$ cat src/rtl/wb_arb_pkg.sv
// wb_arb_pkg: shared constants and FIFO entry type for the writeback port arbiter
package wb_arb_pkg;
  localparam int RD_W = 5;
  localparam int NUM_REGS = 32;
  typedef struct packed {
    logic            valid;
    logic [RD_W-1:0] rd;
  } wb_entry_t;
endpackage

$ cat src/rtl/wb_fifo.sv
// wb_fifo: long-result circular buffer with per-entry W-stage squash and pending-rd mask
module wb_fifo
  import wb_arb_pkg::*;
#(
  parameter int WW = 32,
  parameter int DEPTH = 2
) (
  input  logic                clk,
  input  logic                rst_n,
  input  logic                enq_i,
  input  logic [RD_W-1:0]     enq_rd_i,
  input  logic [WW-1:0]       enq_data_i,
  input  logic                pop_i,
  input  logic                sq_en_i,
  input  logic [RD_W-1:0]     sq_rd_i,
  output logic                full_o,
  output logic                empty_o,
  output wb_entry_t           head_o,
  output logic [WW-1:0]       head_data_o,
  output logic [NUM_REGS-1:0] mask_d_o
);
  localparam int AW = $clog2(DEPTH);
  wb_entry_t [DEPTH-1:0] ent_q, ent_d;
  logic [WW-1:0] data_q [DEPTH];
  logic [AW-1:0] rd_ptr_q, wr_ptr_q;
  logic [AW:0] cnt_q;
  assign full_o = cnt_q == (AW+1)'(DEPTH);
  assign empty_o = cnt_q == '0;
  assign head_o = ent_q[rd_ptr_q];
  assign head_data_o = data_q[rd_ptr_q];
  // squash only sees pre-existing entries; the enqueue lands afterwards
  always_comb begin
    ent_d = ent_q;
    for (int i = 0; i < DEPTH; i++)
      if (sq_en_i && ent_q[i].rd == sq_rd_i) ent_d[i].valid = 1'b0;
    if (pop_i) ent_d[rd_ptr_q].valid = 1'b0;
    if (enq_i) ent_d[wr_ptr_q] = '{valid: 1'b1, rd: enq_rd_i};
    mask_d_o = '0;
    for (int i = 0; i < DEPTH; i++)
      if (ent_d[i].valid) mask_d_o[ent_d[i].rd] = 1'b1;
  end
  always_ff @(posedge clk or negedge rst_n)
    if (!rst_n) begin
      ent_q <= '0;
      rd_ptr_q <= '0;
      wr_ptr_q <= '0;
      cnt_q <= '0;
    end else begin
      ent_q <= ent_d;
      rd_ptr_q <= rd_ptr_q + AW'(pop_i);
      wr_ptr_q <= wr_ptr_q + AW'(enq_i);
      cnt_q <= cnt_q + (AW+1)'(enq_i) - (AW+1)'(pop_i);
    end
  always_ff @(posedge clk)
    if (enq_i) data_q[wr_ptr_q] <= enq_data_i;
  a_no_pop_empty: assert property (@(posedge clk) disable iff (!rst_n) !(pop_i && empty_o));
  a_no_enq_full: assert property (@(posedge clk) disable iff (!rst_n) !(enq_i && full_o));
endmodule

$ cat src/rtl/wb_port_arbiter.sv
// wb_port_arbiter: shares the register-file write port between the W stage and queued long results
module wb_port_arbiter
  import wb_arb_pkg::*;
#(
  parameter int word_width = 32,
  parameter int DEPTH = 2,
  parameter int STARVE_LIMIT = 4
) (
  input  logic                  clk,
  input  logic                  rst_n,
  input  logic                  RegWriteW,
  input  logic [RD_W-1:0]       RdW,
  input  logic [word_width-1:0] ResultW,
  input  logic                  LongValid,
  input  logic [RD_W-1:0]       LongRd,
  input  logic [word_width-1:0] LongResult,
  output logic                  LongReady,
  output logic                  RegFileWE,
  output logic [RD_W-1:0]       RegFileRd,
  output logic [word_width-1:0] RegFileWD,
  output logic [NUM_REGS-1:0]   PendingMask,
  output logic                  StallReq,
  output logic                  WbSrcLong
);
  localparam int SW = $clog2(STARVE_LIMIT + 1);
  logic full, empty, w_w, head_v, pop, enq;
  wb_entry_t head;
  logic [word_width-1:0] head_data;
  logic [NUM_REGS-1:0] mask_d;
  logic [SW-1:0] starve_q, starve_d;
  wb_fifo #(.WW(word_width), .DEPTH(DEPTH)) u_fifo (
    .clk(clk), .rst_n(rst_n), .enq_i(enq), .enq_rd_i(LongRd), .enq_data_i(LongResult),
    .pop_i(pop), .sq_en_i(w_w), .sq_rd_i(RdW), .full_o(full), .empty_o(empty),
    .head_o(head), .head_data_o(head_data), .mask_d_o(mask_d)
  );
  // W writes are gated by reset so the port reads idle the instant rst_n falls
  assign w_w = rst_n && RegWriteW && RdW != '0;
  assign head_v = !empty && head.valid;
  assign pop = !empty && !(head.valid && w_w);
  assign enq = LongValid && !full && LongRd != '0;
  assign LongReady = !full;
  assign RegFileWE = w_w || head_v;
  assign RegFileRd = w_w ? RdW : head_v ? head.rd : '0;
  assign RegFileWD = w_w ? ResultW : head_v ? head_data : '0;
  assign WbSrcLong = !w_w && head_v;
  assign StallReq = starve_q == SW'(STARVE_LIMIT);
  assign starve_d = (pop || empty) ? '0 :
                    (head_v && w_w && !StallReq) ? starve_q + SW'(1) : starve_q;
  always_ff @(posedge clk or negedge rst_n)
    if (!rst_n) begin
      starve_q <= '0;
      PendingMask <= '0;
    end else begin
      starve_q <= starve_d;
      PendingMask <= mask_d;
    end
  a_we_rd_nz: assert property (@(posedge clk) disable iff (!rst_n) RegFileWE |-> RegFileRd != '0);
endmodule

$ cat config.mk
export PLATFORM = sky130hd
export DESIGN_NAME = wb_port_arbiter
export DESIGN_NICKNAME = d
export VERILOG_FILES = /design/src/rtl/wb_arb_pkg.sv /design/src/rtl/wb_fifo.sv /design/src/rtl/wb_port_arbiter.sv
export SDC_FILE = /design/constraint.sdc
export NUM_CORES = 1
export LEC_CHECK = 0
export BUFFER_PORTS_ARGS = -buffer_cell sky130_fd_sc_hd__clkbuf_2
export CAP_MARGIN = 20
export CORE_AREA = 8 8 85 144
export CTS_CLUSTER_SIZE = 20
export DETAILED_ROUTE_END_ITERATION = 16
export DIE_AREA = 0 0 93 152
export GPL_TIMING_DRIVEN = 0
export PLACE_DENSITY_LB_ADDON = 0.25
export SYNTH_ARGS = -nofsm -noshare
export SYNTH_HDL_FRONTEND = slang
export SYNTH_SLANG_ARGS = --single-unit
$ cat constraint.sdc
create_clock -name clk -period 3.56 [get_ports clk]
set_input_delay 0.356 -clock clk [delete_from_list [all_inputs] [get_ports clk]]
set_output_delay 0.356 -clock clk [all_outputs]
set_load 0.02 [all_outputs]
==> results of run 1 <==
## synth_stat cells, drive strengths merged, types with 2 or more instances
cell      n
nor2     20
or3       3
a32oi     5
o211a     2
o22ai    20
a31oi     3
nand2b    4
mux2      3
o41ai     3
o311a     2
mux2i    35
a21oi    10
o211ai    4
o2bb2ai   3
nor2b     5
nand2    64
nand3     5
a22o      3
xnor2     3
edfxtp   64
xor2     10
o21ai    11
inv      14
a211o     2
clkbuf   15
dfrtp    51
ha        6
nand4     7
nor4      3
o31ai    36
a22oi     2
or4       3
o32ai    15
buf      17
a32o      2
nor3     11
## final cells by class
cell class | count | area (µm²) | area share [%]
clock buffer | 20 | 437 | 6.08
tap | 127 | 159 | 2.21
sequential | 115 | 3200 | 44.5
multi-input combinational | 317 | 2280 | 31.7
clock inverter | 12 | 139 | 1.93
buffer | 32 | 156 | 2.18
timing repair buffer | 150 | 766 | 10.7
inverter | 14 | 55.1 | 0.766
## layer usage
layer	GRT usage, %	share of wire [%]	up-vias
met3	7.60	7.9	55
met4	15.0	4.1	0
met1	22.2	32	2300
li1	-	-	2176
met2	43.7	56	257
met5	0	0	-
## state kept, by name, summed over array words and instances, names as in the netlist
signal and cells:
starve_q 3, PendingMask 32, u_fifo.wr_ptr_q 1, u_fifo.data_q 64
u_fifo.cnt_q 2, u_fifo.ent_q 12, u_fifo.rd_ptr_q 1
## kinds of logic after synthesis
kind of cell    Yosys count  share of synthesized area [%]
buf+inv                  46                           3.72
xor+xnor                 13                           2.00
fa+ha+maj                 6                           1.32
simple gates            130                           10.9
flops                   115                           56.3
mux                      38                           6.76
compound gates          130                           19.0
## final timing paths
check,to,startpoint,cells after the start,slack [ps]
min reg2reg,u_fifo.cnt_q[1],u_fifo.cnt_q[1],1,560
min,PendingMask[5],rst_n,1,3
max reg2reg,PendingMask[6],u_fifo.wr_ptr_q,6,1120
max,RegFileWD[27],rst_n,9,510
min in group clk,u_fifo.data_q[1][17],LongResult[17],1,140
max in group asynchronous,starve_q[1],rst_n,2,2960
## power breakdown
part           switching (mW)  internal, mW  leakage [nW]  total [mW]
Combinational            1.89         0.963          1.57        2.85
Clock                   0.571          1.09         0.281        1.66
Sequential              0.207          1.77          1.27        1.98
==> impl_results.md, run 1 <==
* Status: finished clean
* Most frequent cells in the layout: clkbuf_2, nand2_1, edfxtp_1, dfrtp_1
* WL/cell at 21.4 µm
* Post-layout power at 6.49 mW
* Pwr per Cell Area at 903 nW/µm²
* Syn Nets at 562
* Cell mode on critical path: clkbuf_2
* Crit share post-route at 85.7%
* Max Clock Skew at 5.37 ps
* Port Buffers at 149
* Total track usage at 24.1%
* CTS Sinks at 115
* Worst vdd ir at 0.575 mV
* Vias per cell at 6.08
* Mapped cell area at 5680 µm²
* Fin worst setup slack at 507 ps
* ANT cells at 0
* Tightest Pin Transition at 816 ps
* Final setup violating endpoints at 0
* Critical Path RT at 3200 ps
* Share of layout cells above drive strength 1 at 32.7%
* Post-route ant nets at 0
* Initial antenna violation count at 0
* H-tree Lvls at 4
* Final Slew Violations at 0
* Total Wirelength at 16.8 mm
* Synth Warn # at 0
* CTS Buffer Depth at 2
* CP max stage delay at 560 ps
* Die span in x at 93 µm
* Post-CTS Resized at 0
* Core Area at 10200 µm²
* GPL Wtd Cong at 0.987
* DP HPWL at 12.7 mm
* # Post-CTS Setup Buffers at 0
* #FFs+latches synth at 115
* CTS tree: built
* Endpoints failing hold at 0
* # IOs at 151
* TNS Setup at 0 ps
* Vias in the first global route at 5250
* Clk_lat worst skew at 410 ps
* CP bufs+invs at 6
* Worst path top cell family by delay: buffers and inverters
* Crit end category: output pin
* Fin Hold WS at 3.26 ps
* Leakage at 3.13 nW
* CP Class: in2out
* Minimum clock period at 3050 ps
* DP Cell Count at 755
* Commonest non-fill, non-tap cell in the layout: clkbuf_2
* Root buf cell: clkbuf_16
* Max transition margin at 45.6%
* RSZ-0062 raised after global routing: false
* Layout fillers at 765
* Worst path arrival time at 2700 ps
* Die H at 152 µm
* Remaining global-route overflow at 0
* Top cell type's share of synthesized area at 33.8%
* First-pass GRT wire length at 26.2 mm
* Slowest-stage cell, CP: clkbuf_2
* Initial core utilization at 55.8%
* Max-cap viol count at 0
* Synth async-reset ratio at 44.3%
* Sequential share of the synthesized area at 56.3%
* Worst slack at placement at 257 ps
* EDFF count, synth at 64
* Critical-path cell list: clkbuf_2 > buf_12 > o311a_1 > buf_6 > buf_2 > clkbuf_1 > nand2_1 > o31ai_1 > clkbuf_2
* Layout Utilization at 70.6%
* CP Max Fanout at 29
* Final instance area at 7190 µm²
* Placed Area at 6610 µm²
* Max Freq at 328 MHz
* Synth unique cells at 65
* Mapped Cells at 478
* Worst Hold Class: in2async
* FP Rows at 49
* Detailed-route DRC error count at 0
* Top FF cell, synth: edfxtp_1
* CTS clk-pin slew, worst paths at 50 ps
* Largest area contributor in the netlist: edfxtp_1
* Drt first pass iters at 6
* Area Overhead vs Synth at 26.5%
* Setup crit start kind: input pin
* Ranking of synthesized cells by area: edfxtp_1, dfrtp_1, mux2i_1
* Die footprint at 14100 µm²
* Via count at 4788
* Final nets at 731
* Total CTS buffers at 17
* Final cell count without fillers at 787
* DR iter-0 viols at 266
* CTS Hold Bufs at 0
* Post-Syn Area per Cell at 11.9 µm²
* Largest net degree at the start of global routing at 33
Note: power is estimated with default switching activity, not from simulation.
==> inputs of run 2 (changes only) <==
- SYNTH_HIERARCHICAL: not set -> 1
==> impl_results.md, run 2 <==
* Sequential share of the synthesized area at 56.1% (-0.22 points)
* Die span in x at 93 µm (unchanged)
* Port Buffers at 150 (+0.67%)
* Core Area at 10200 µm² (unchanged)
* RSZ-0062 raised after global routing: false
* Final Slew Violations at 0 (unchanged)
* Leakage at 3.22 nW (+3.1%)
* Post-layout power at 6.22 mW (-4.2%)
* Largest area contributor in the netlist: edfxtp_1
* CTS Hold Bufs at 1 (+1)
* CP Launch Point: rst_n
* Worst path arrival time at 2890 ps (+190 ps)
* CP max stage delay at 520 ps (-40 ps)
* CTS clk-pin slew, worst paths at 60 ps (about the same)
* Detailed-route DRC error count at 0 (unchanged)
* Layout Utilization at 70.9% (+0.30 points)
* Pint at 3.73 mW (-2.6%)
* Area of the multi-input gates at 2190 µm² (-3.8%)
* DP HPWL at 11.6 mm (-8.0%)
* Final cell count without fillers at 745 (-5.3%)
* Total track usage at 22.3% (-1.8 points)
* Ranking of synthesized cells by area: edfxtp_1, dfrtp_1, mux2_2
* Worst Hold Class: in2reg
* Max Freq at 308 MHz (-6.0%)
* Slowest-stage cell, CP: dlygate4sd3_1
* Final setup violating endpoints at 0 (unchanged)
* Largest net degree at the start of global routing at 41 (+24%)
* Vias per cell at 5.87 (-3.5%)
* Commonest cells in the synthesized netlist: edfxtp_1, dfrtp_1, inv_1, mux2_2, nand2_1
* Final nets at 689 (-5.7%)
* EDFF count, synth at 64 (unchanged)
* Vias in the first global route at 4717 (-10%)
* Die H at 152 µm (unchanged)
* Via count at 4373 (-8.7%)
* Commonest non-fill, non-tap cell in the layout: clkbuf_2
* CP Max Fanout at 13 (-55%)
* H-tree Lvls at 4 (unchanged)
* Worst path top cell family by delay: buffers and inverters
* Placed Area at 6640 µm² (+0.42%)
* Crit share post-route at 91.2% (+5.4 points)
* Top cell type's share of synthesized area at 33.7% (-0.13 points)
* Register name with the most flops: u_fifo/data_q
* Count leader, synth: edfxtp_1
* Area occupied by registers at 3200 µm² (unchanged)
* Total CTS buffers at 17 (unchanged)
* Initial core utilization at 56.0% (+0.22 points)
* Max Clock Skew at 8.11 ps (+2.74 ps)
* Syn Nets at 518 (-7.8%)
* Setup crit start kind: input pin
* CTS Buffer Depth at 2 (unchanged)
* WL/cell at 20.9 µm (-2.2%)
* Clock network power share at 25.4% (about the same)
* Synth unique cells at 42 (-35%)
* DR iter-0 viols at 258 (-3.0%)
* ANT cells at 0 (unchanged)
* # Post-CTS Setup Buffers at 0 (unchanged)
* Psw at 2.49 mW (-6.4%)
* FP Rows at 49 (unchanged)
* Largest register FFs at 64 (unchanged)
* Remaining global-route overflow at 0 (unchanged)
* Max transition margin at 41.4% (-4.2 points)
* Post-CTS Resized at 0 (unchanged)
* Drt first pass iters at 5 (-1)
* Post-route ant nets at 0 (unchanged)
* DP Cell Count at 712 (-5.7%)
* # IOs at 151 (unchanged)
* Status: finished clean
* Total Wirelength at 15.6 mm (-7.4%)
* Final instance area at 7220 µm² (+0.42%)
* Share of layout cells above drive strength 1 at 47.1% (+14 points)
* Hold path startpoint: LongResult[25]
* Area Overhead vs Synth at 26.5% (about the same)
* Tightest Pin Transition at 879 ps (+62.6 ps)
* First-pass GRT wire length at 24.0 mm (-8.2%)
* Layout fillers at 745 (-2.6%)
* Synth Warn # at 6 (+6)
* CP bufs+invs at 5 (-1)
* CP Class: in2out
* Post-Syn Area per Cell at 13.1 µm² (+11%)
* Critical-path cell list: dlygate4sd3_1 > clkbuf_2 > and2_1 > clkbuf_1 > clkbuf_1 > nand2_1 > o32ai_2 > clkbuf_2
* Crit end category: output pin
* GPL Wtd Cong at 0.868 (-12%)
* Root buf cell: clkbuf_16
* CTS tree: built
* TNS Setup at 0 ps (unchanged)
* Most frequent cells in the layout: clkbuf_2, edfxtp_1, dfrtp_1, inv_1, mux2_2
* CTS Sinks at 115 (unchanged)
* Top FF cell, synth: edfxtp_1
* Mapped cell area at 5700 µm² (+0.40%)
* Pwr per Cell Area at 862 nW/µm² (-4.6%)
* Synth async-reset ratio at 44.3% (unchanged)
* Max-cap viol count at 0 (unchanged)
* Mapped Cells at 434 (-9.2%)
* Endpoints failing hold at 0 (unchanged)
* RR Startpoint: u_fifo/rd_ptr_q
* Minimum clock period at 3250 ps (+194 ps)
* Gate power share at 43.1% (-0.8 points)
* #FFs+latches synth at 115 (unchanged)
* Die footprint at 14100 µm² (unchanged)
* Critical Path RT at 3200 ps (about the same)
* Worst vdd ir at 0.565 mV (-1.7%)
* Initial antenna violation count at 0 (unchanged)
* Seq pwr share at 31.5% (+1.0 points)
* Clk_lat worst skew at 410 ps (about the same)
* Sw frac at 40.1% (-0.97 points)
* Registers with the most flip-flops: u_fifo/data_q (64), PendingMask (32), u_fifo/ent_q (12)
==> run 2: changes by cell type after synthesis, sizes merged, moves of 10 or more <==
cell / delta
nor2: -12
xnor2: +10
o31ai: -35
inv: +34
nand3: +13
o32ai: +17
mux2i: -22
nand2: -22
o22ai: +12
mux2: +40
==> run 2: cell families after synthesis <==
family / count (synthesis) / share of synthesized area, %
flip-flops: 115 / 56.1
AND/OR/NAND/NOR: 88 / 7.37
AO/OA/AOI/OAI: 86 / 15.8
buffers and inverters: 69 / 5.64
multiplexers: 56 / 11.6
XOR/XNOR: 14 / 2.15
adder cells (fa/ha/maj): 6 / 1.32
==> run 2: path summary, 6_finish.rpt <==
| check | slack (ps) | endpoint | depth (start not counted) |
|---|---|---|---|
| max | 310 | RegFileWD[25] | 8 |
| min reg2reg | 560 | u_fifo/ent_q[5] | 2 |
| min | 140 | u_fifo/data_q[1][25] | 1 |
| min in group asynchronous | 400 | u_fifo/ent_q[7] | 2 |
| max reg2reg | 1040 | PendingMask[30] | 8 |
| max in group asynchronous | 2630 | u_fifo/wr_ptr_q | 3 |
==> run 2: power by group through the flow <==
| stage | clock network, mW | registers, mW | logic (mW) |
|---|---|---|---|
| 2_1_floorplan | 0 | 2.01 | 1.83 |
| 3_3_place_gp | 0 | 1.97 | 2.57 |
| 3_5_place_dp | 0 | 1.98 | 2.65 |
| 4_1_cts | 1.60 | 1.96 | 2.68 |
| 5_1_grt | 1.67 | 1.99 | 2.86 |
| 6_report | 1.58 | 1.96 | 2.68 |
==> run 2: metal layers <==
metal  routed length (µm)  track usage, %  vias to the layer above
li1                     -               -                     1966
met1                 5040            20.6                     2159
met2                 8910            41.0                      195
met3                 1030            6.36                       53
met4                  597            13.4                        0
met5                    0               0                        -
==> run 2: area by class of cell <==
class	instances	share of cell area, %
sequential	115	44.3
multi-input combinational	250	30.3
buffer	21	1.92
clock buffer	18	6.24
tap	127	2.20
timing repair buffer	152	10.8
inverter	48	2.53
clock inverter	14	1.63
==> run 2: metrics by stage <==
| stage | worst slack, ps | hold WS [ps] |
|---|---|---|
| after floorplan | 1110 | 60.4 |
| after global placement | 135 | 544 |
| after detailed placement | 481 | 294 |
| after CTS | 240 | 118 |
| after global routing | 54.1 | 122 |
| final | 314 | 137 |
==> run 2: worst register-to-register path, stage by stage, from the launching register on <==
cell      delay (ps)
dfrtp_1          360
buf_2            150
buf_2            200
o21ai_0          310
a21oi_1          210
nor2b_1          200
o21ai_1          400
o211ai_2         360
o22ai_1          240
==> inputs of run 3 (changes only) <==
- REMOVE_ABC_BUFFERS: not set -> 1
==> impl_results.md, run 3 (synthesized netlist as in run 2, its figures left out) <==
* Status: finished clean
* RSZ-0062 raised after global routing: false
* Placed Area at 6600 µm² (-0.60%)
* WL/cell at 20.5 µm (-1.8%)
* Largest net degree at the start of global routing at 40 (-2.4%)
* TNS Setup at 0 ps (unchanged)
* R2r worst-path depth at 8 (unchanged)
* Vias in the first global route at 4685 (-0.68%)
* ANT cells at 0 (unchanged)
* Total CTS buffers at 17 (unchanged)
* Worst Hold Class: in2async
* Crit end category: flip-flop
* Area Overhead vs Synth at 26.4% (about the same)
* CP Launch Point: rst_n
* Pwr per Cell Area at 864 nW/µm² (+0.23%)
* Initial antenna violation count at 0 (unchanged)
* Drt first pass iters at 5 (unchanged)
* Port Buffers at 150 (unchanged)
* CTS clk-pin slew, worst paths at 60 ps (about the same)
* # IOs at 151 (unchanged)
* CP Max Fanout at 38 (+25)
* H-tree Lvls at 4 (unchanged)
* Final nets at 673 (-2.3%)
* CTS tree: built
* Total Wirelength at 15.0 mm (-3.9%)
* Final instance area at 7210 µm² (about the same)
* CP max stage delay at 470 ps (-50 ps)
* Via count at 4299 (-1.7%)
* Worst path top cell family by delay: compound AO/OA/AOI/OAI gates
* Die footprint at 14100 µm² (unchanged)
* Clk_lat worst skew at 410 ps (about the same)
* CTS Sinks at 115 (unchanged)
* Final Slew Violations at 0 (unchanged)
* CTS Buffer Depth at 2 (unchanged)
* Root buf cell: clkbuf_16
* Post-route ant nets at 0 (unchanged)
* First-pass GRT wire length at 23.5 mm (-2.5%)
* # Post-CTS Setup Buffers at 0 (unchanged)
* Worst vdd ir at 0.637 mV (+13%)
* Endpoints failing hold at 0 (unchanged)
* Critical-path cell list: clkbuf_2 > buf_12 > and2_2 > o21ai_4 > inv_4 > a21oi_1 > nor2b_1 > o21ai_1 > o211ai_2 > o22ai_1
* Vias per cell at 5.90 (+0.47%)
* Remaining global-route overflow at 0 (unchanged)
* DP HPWL at 10.9 mm (-6.8%)
* RR Startpoint: u_fifo/cnt_q[1]
* Setup crit start kind: input pin
* Registers with the most flip-flops: u_fifo/data_q (64), PendingMask (32), u_fifo/ent_q (12)
* Die span in x at 93 µm (unchanged)
* Initial core utilization at 56.0% (unchanged)
* Core Area at 10200 µm² (unchanged)
* Leakage at 3.20 nW (-0.68%)
* Max-cap viol count at 0 (unchanged)
* Commonest non-fill, non-tap cell in the layout: clkbuf_2
* Tightest Pin Transition at 849 ps (-29.4 ps)
* CP bufs+invs at 3 (-2)
* Crit share post-route at 80.9% (-10 points)
* Fin Hold WS at 31.3 ps (-105 ps)
* Max Freq at 347 MHz (+13%)
* Register name with the most flops: u_fifo/data_q
* Detailed-route DRC error count at 0 (unchanged)
* Total track usage at 21.6% (-0.70 points)
* Reg2reg end: PendingMask[6]
* Die H at 152 µm (unchanged)
* Minimum clock period at 2880 ps (-365 ps)
* Final setup violating endpoints at 0 (unchanged)
* Slowest-stage cell, CP: inv_4
* Max Clock Skew at 7.14 ps (-0.965 ps)
* FP Rows at 49 (unchanged)
* Most frequent cells in the layout: clkbuf_2, edfxtp_1, dfrtp_1, inv_1, mux2_2
* GPL Wtd Cong at 0.872 (+0.46%)
* Worst path arrival time at 3200 ps (+310 ps)
* Share of layout cells above drive strength 1 at 47.7% (+0.59 points)
* Reg2Reg Setup Slack at 1080 ps (+40 ps)
* Largest register FFs at 64 (unchanged)
* Critical Path RT at 3880 ps (+680 ps)
* Max transition margin at 43.4% (+2.0 points)
* DR iter-0 viols at 262 (+1.6%)
* CP Class: in2reg
## run 3: cell count changes in the layout (fill, tap and decap cells not counted), sizes merged
cell	change
buf	-8
inv	+5
clkbuf	-8
clkinv	-4
clkinvlp	-1
## run 3: report_power, final
group | leakage, nW | switching (mW) | internal, mW
clock network | 0.290 | 0.675 | 0.967
registers | 1.27 | 0.203 | 1.77
logic | 1.64 | 1.61 | 1.01
total | 3.20 | 2.48 | 3.75
## run 3: worst max path at each step
stage	endpoint	slack, ps	cells after the start
floorplan	RegFileWD[0]	110	3
global placement	PendingMask[10]	-1340	9
detailed placement	PendingMask[23]	-470	10
CTS	PendingMask[18]	700	10
global route	PendingMask[29]	530	10
finish	PendingMask[23]	680	10
## run 3: metal layers
layer / global-route usage (%) / vias to the layer above / routed length (µm)
met3: 6.61 / 56 / 958
met1: 19.1 / 2112 / 4860
met2: 39.7 / 201 / 8420
met4: 14.2 / 0 / 730
li1: - / 1930 / -
met5: 0 / - / 0
## run 3: timing repair
item | 4_1_cts | 5_1_grt
setup endpoints to repair | 32 | 0
hold endpoints to repair | 12 | 0
gates resized for setup | 1 | 0
hold buffers | 2 | 0
## run 3: per-stage QoR
step                std cells  utilization (%)  power, mW  setup slack (ps)
floorplan                 413                -       3.77               110
global placement          690             63.6       4.44             -1340
detailed placement        695             64.8       4.58              -469
CTS                       729             70.9       6.26               705
global route              729             70.9       6.55               527
finish                    729             70.9       6.23               679
## run 3: layout make-up
cell class	count	area (µm²)
clock buffers	18	450
clock inverters	14	130
fillers	742	2970
well taps	127	159
inverters	48	183
multi-input cells	250	2200
flip-flops and latches	115	3200
repair buffers	157	888
## run 3: worst register-to-register path, stage by stage (launching register included)
cell and delay (ps):
dfrtp_1 400, nor2b_1 140, inv_1 80, o311a_1 350, nand2_2 320, mux2i_1 470
inv_1 200, nand3_1 250, o22ai_1 120
